### config.mk
export PLATFORM = sky130hd
export DESIGN_NAME = input_conditioner
export DESIGN_NICKNAME = d
export VERILOG_FILES = /design/src/rtl/input_conditioner.sv
export SDC_FILE = /design/constraint.sdc
export NUM_CORES = 1
export LEC_CHECK = 0
export ABC_CLOCK_PERIOD_IN_PS = 2900
export BUFFER_PORTS_ARGS = -buffer_cell sky130_fd_sc_hd__buf_2
export CORE_MARGIN = 1
export CORE_UTILIZATION = 50
export CTS_CLUSTER_SIZE = 10
export DETAILED_ROUTE_END_ITERATION = 12
export PLACE_DENSITY = 0.69
export SLEW_MARGIN = 20
export SYNTH_ARGS = -nofsm -noshare
export SYNTH_HDL_FRONTEND = slang
export SYNTH_SLANG_ARGS = --single-unit
### constraint.sdc
create_clock -name clock -period 2.9 [get_ports clock]
set_input_delay 0.725 -clock clock [delete_from_list [all_inputs] [get_ports clock]]
set_output_delay 0.725 -clock clock [all_outputs]
set_load 0.02 [all_outputs]
### src/rtl/input_conditioner.sv
// input_conditioner
//   Synchronizes and debounces the exec key, reset key and four slide
//   switches. It then produces one-clock press pulses for the keys and
//   debounced levels for the switches.
//
//   Optional feature: define INPUT_CONDITIONER_REPEAT_EN to make a held exec
//   key auto-repeat its pulse every REPEAT_CYCLES clocks.
//
// Ports
//   clock      in   system clock, rising edge
//   reset      in   synchronous active-high reset
//   keyExec    in   raw exec button, active-low, asynchronous
//   keyReset   in   raw reset button, active-low, asynchronous
//   sw[3:0]    in   raw slide switches, active-high, asynchronous
//   exec       out  one-clock pulse per debounced exec press
//   resetPulse out  one-clock pulse per debounced reset press
//   in[3:0]    out  debounced switch levels
module input_conditioner #(
   parameter int DEBOUNCE_CYCLES = 500000,
   parameter int REPEAT_CYCLES   = 12500000
) (
   input  logic       clock,
   input  logic       reset,
   input  logic       keyExec,
   input  logic       keyReset,
   input  logic [3:0] sw,
   output logic       exec,
   output logic       resetPulse,
   output logic [3:0] in
);

   localparam int NCH = 6;  // 0: exec key, 1: reset key, 2..5: sw[3:0]
   // The keys idle high (released), so their synchronizer flops reset to 1.
   localparam logic [NCH-1:0] REL_LEVEL = 6'b00_0011;
   localparam logic [19:0]    DB_LAST   = 20'(DEBOUNCE_CYCLES - 1);

   logic [NCH-1:0] raw, sync1, sync2, sync_val, stable;
   logic [1:0]     key_stable_q;
   logic           exec_fire;

   assign raw = {sw, keyReset, keyExec};

   always_ff @(posedge clock) begin
      if (reset) begin
         sync1 <= REL_LEVEL;
         sync2 <= REL_LEVEL;
      end else begin
         sync1 <= raw;
         sync2 <= sync1;
      end
   end

   // Keys are inverted after synchronization, so 1 means pressed.
   assign sync_val = sync2 ^ REL_LEVEL;

   // Per-channel debounce. The stable value only follows the synchronized
   // input after DEBOUNCE_CYCLES consecutive disagreeing samples. Any
   // agreement restarts the count.
   for (genvar ch = 0; ch < NCH; ch++) begin : g_db
      logic [19:0] cnt;
      logic        stb;

      always_ff @(posedge clock) begin
         if (reset) begin
            cnt <= '0;
            stb <= 1'b0;
         end else if (sync_val[ch] == stb) begin
            cnt <= '0;
         end else if (cnt == DB_LAST) begin
            stb <= sync_val[ch];
            cnt <= '0;
         end else begin
            cnt <= cnt + 20'd1;
         end
      end

      assign stable[ch] = stb;
   end

`ifdef INPUT_CONDITIONER_REPEAT_EN
   localparam logic [23:0] REP_LAST = 24'(REPEAT_CYCLES - 1);
   logic [23:0] rep_cnt;

   // Fire on the press edge. Also fire each time the held key has run a
   // full repeat period since the last pulse.
   assign exec_fire = (stable[0] & ~key_stable_q[0]) |
                      (stable[0] && rep_cnt == REP_LAST);

   always_ff @(posedge clock) begin
      if (reset || !stable[0] || exec_fire) rep_cnt <= '0;
      else                                  rep_cnt <= rep_cnt + 24'd1;
   end
`else
   assign exec_fire = stable[0] & ~key_stable_q[0];
`endif

   // The outputs are registered one stage after the stable values, so the
   // pulses and the switch levels all update on the same edge.
   always_ff @(posedge clock) begin
      if (reset) begin
         key_stable_q <= '0;
         exec         <= 1'b0;
         resetPulse   <= 1'b0;
         in           <= '0;
      end else begin
         key_stable_q <= stable[1:0];
         exec         <= exec_fire;
         resetPulse   <= stable[1] & ~key_stable_q[1];
         in           <= stable[5:2];
      end
   end

endmodule

==> metrics.cfg <==
[layout]
antenna_cells = 0
drive_gt1_share_pct = 8.127
fillers = 1085
area_growth_pct = 13.29
nNetsFinal = 727

[sta]
drv_slew = 0
finalSetupViolCount = 0
whs_ns = 0.3863
max_freq_mhz = 476.8
max_slew_margin_pct = 50.87
rsz0062_at_grt = no
skew_ns = 0.006792
period_share_pct = 72.32
finalSetupTns_ns = 0
fin_crit_ns = 2.097
worst_slew_pin_slew_ns = 0.7370
hold_viol_final = 0

[synth]
synth_cells = 699
synth.distinct_cells = 42
synth_enable_flop_cells = 0
synth_nets = 713
ys_warn_count = 0
async_flop_share_pct = 0
synthFlopType = dfxtp_1
avgSynthCellArea_um2 = 8.794
synthTopCellsByArea = dfxtp_1, xnor2_1, nor2_1, xor2_1, nand3_1
synth-seq-cells = 146
yosysSeqAreaShare_pct = 47.55
synth_area_leader_cell = dfxtp_1
synth_area_mm2 = 0.006147
synth_top_area_share_pct = 47.55

[floorplanning]
dieArea_mm2 = 0.01274
core-area_mm2 = 0.01201
start_util_pct = 51.18
io_pins = 14
rows = 40
die_h_um = 112.9
die_w_um = 112.9

[global_route]
grt_pass1_wl_um = 19960
grt_antenna_before_repair = 0
grt_pass1_vias = 4589
grt_max_degree = 21
grt_usage_pct = 19.38
grt-ovfl-total = 0

[route]
drtIter0Drc = 262
drt_pass1_iterations = 4
drc_errors = 0
avgRoutedWirePerCell_um = 12.84
vias = 4793
final_antenna_net_count = 0
wl_um = 11210
viasPerCell = 5.490

[clock_tree]
cts_buffers = 17
clk_pin_slew_ns = 0.06
cts_resized = 0
htreeDepth = 4
clk_path_buf_depth = 2
root_buffer = clkbuf_16
clock_latency_ns = 0.42
ctsHoldBuffers = 0
cts_setup_buffers = 0
cts.sinks = 146
cts_tree = built

[setup_path]
worstSetupPathType = flip-flop to flip-flop
worstRegToRegCells = 4
required_ns = 3.19
end_kind = flip-flop
r2r-start = g_db[0].cnt[12]
arrival_ns = 2.39
rrSetupSlack_ns = 0.80
timing.rr.end = g_db[0].cnt[7]
cp-start-kind = flip-flop
cp_max_fo = 20

[worst_hold_path]
hold_start = key_stable_q[1]
whs_path_depth = 1
hp-class = flip-flop to flip-flop
hold_end = resetPulse

[run_status]
run_status = complete, no violations

[placement]
dp_hpwl_um = 7739
gp_congestion = 0.7993
portBuffers = 13

[pwr]
finalPower_w = 0.004323
max-vdd-ir-drop_v = 0.0005014
power_density_mw_per_mm2 = 620.8
leakagePower_nw = 2.132

[run]
drv_cap = 0

[where the power goes]
| group | total [W] | switching, W | internal [W] | leakage (nW) |
|---|---|---|---|---|
| clock | 0.00226 | 0.000824 | 0.00144 | 0.277 |
| combinational | 0.0000411 | 0.0000259 | 0.0000152 | 0.676 |
| sequential | 0.00202 | 0.00000583 | 0.00202 | 1.18 |
| total | 0.00432 | 0.000856 | 0.00347 | 2.13 |
[layout by cell type, fill, tap and decap left out, types with 7 or more instances in the layout]
master	n
a21oi_1	36
and3_1	11
and4_1	9
buf_2	13
clkbuf_16	17
clkinvlp_4	7
dfxtp_1	146
inv_1	25
nand2_1	36
nand3_1	40
nand4_1	31
nor2_1	98
nor2b_1	18
nor3_1	15
nor4_1	13
nor4b_1	9
o21ai_0	29
or3_1	30
or4_1	12
xnor2_1	44
xor2_1	37
[per-layer routing]
metal	vias up	global-route usage (%)	wire length (µm)
met4	0	8.070	156
met3	12	5.678	323
met2	52	33.70	5413
li1	2472	-	-
met5	-	0	0
met1	2257	22.31	5315
[critical path, stage by stage (launching register included)]
cell	delay, ns
dfxtp_1	0.35
or4_1	0.51
nor4_1	0.49
a31o_2	0.51
nor2_1	0.10
[registers in the layout, summed over array words and instances, names as in the netlist]
name          cells
resetPulse        1
key_stable_q      2
g_db.cnt        120
sync1             6
sync2             6
exec              1
g_db.stb          6
in                4
[area by class of cell]
type	count	area (µm²)	share of cell area [%]
multi-input cells	506	3049	43.78
flip-flops and latches	146	2923	41.97
clock buffers	19	432.9	6.216
clock inverters	13	186.4	2.677
well taps	147	183.9	2.641
repair buffers	17	95.09	1.365
inverters	25	93.84	1.347
[worst max path at each step]
stage | endpoint | from
2_1_floorplan | g_db[1].cnt[10] | g_db[1].cnt[0]
3_3_place_gp | g_db[5].cnt[9] | g_db[5].cnt[0]
3_5_place_dp | g_db[0].cnt[18] | g_db[0].cnt[0]
4_1_cts | g_db[0].cnt[16] | g_db[0].cnt[0]
5_1_grt | g_db[0].cnt[18] | g_db[0].cnt[0]
6_report | g_db[0].cnt[7] | g_db[0].cnt[12]
[stage by stage]
| stage | cells | utilization, % | area, µm² | setup WS, ns |
|---|---|---|---|---|
| global placement | 841 | 52.75 | 6336 | 0.6829 |
| finish | 873 | 57.98 | 6964 | 0.8028 |
| global route | 873 | 57.98 | 6964 | 0.6903 |
| detailed placement | 841 | 52.82 | 6345 | 0.8535 |
| CTS | 873 | 57.98 | 6964 | 0.8388 |
| floorplan | 699 | - | 6147 | 0.9912 |
[kinds of logic after synthesis]
family | after synthesis | synth area share, %
compound gates | 78 | 7.002
flops | 146 | 47.55
xor+xnor | 81 | 11.54
buf+inv | 47 | 2.992
fa+ha+maj | 6 | 1.221
simple gates | 340 | 29.51
mux | 1 | 0.1832
[synth_stat cells, types with 2 or more instances]
master	number
nor4bb_1	2
clkbuf_1	16
o21ai_0	29
nand2_1	36
nor3_1	15
and4_1	9
and3_1	11
ha_1	6
nand2b_1	2
or3_1	30
nor4_1	13
o211ai_1	2
nor2_1	98
or4_1	12
nor4b_1	9
nand4_1	31
o31ai_1	5
dfxtp_1	146
buf_2	5
nor2b_1	18
or2_2	5
a21oi_1	36
inv_1	25
xor2_1	37
nand3_1	40
nand4b_1	2
xnor2_1	44
Power figures use the tool's default switching activity.
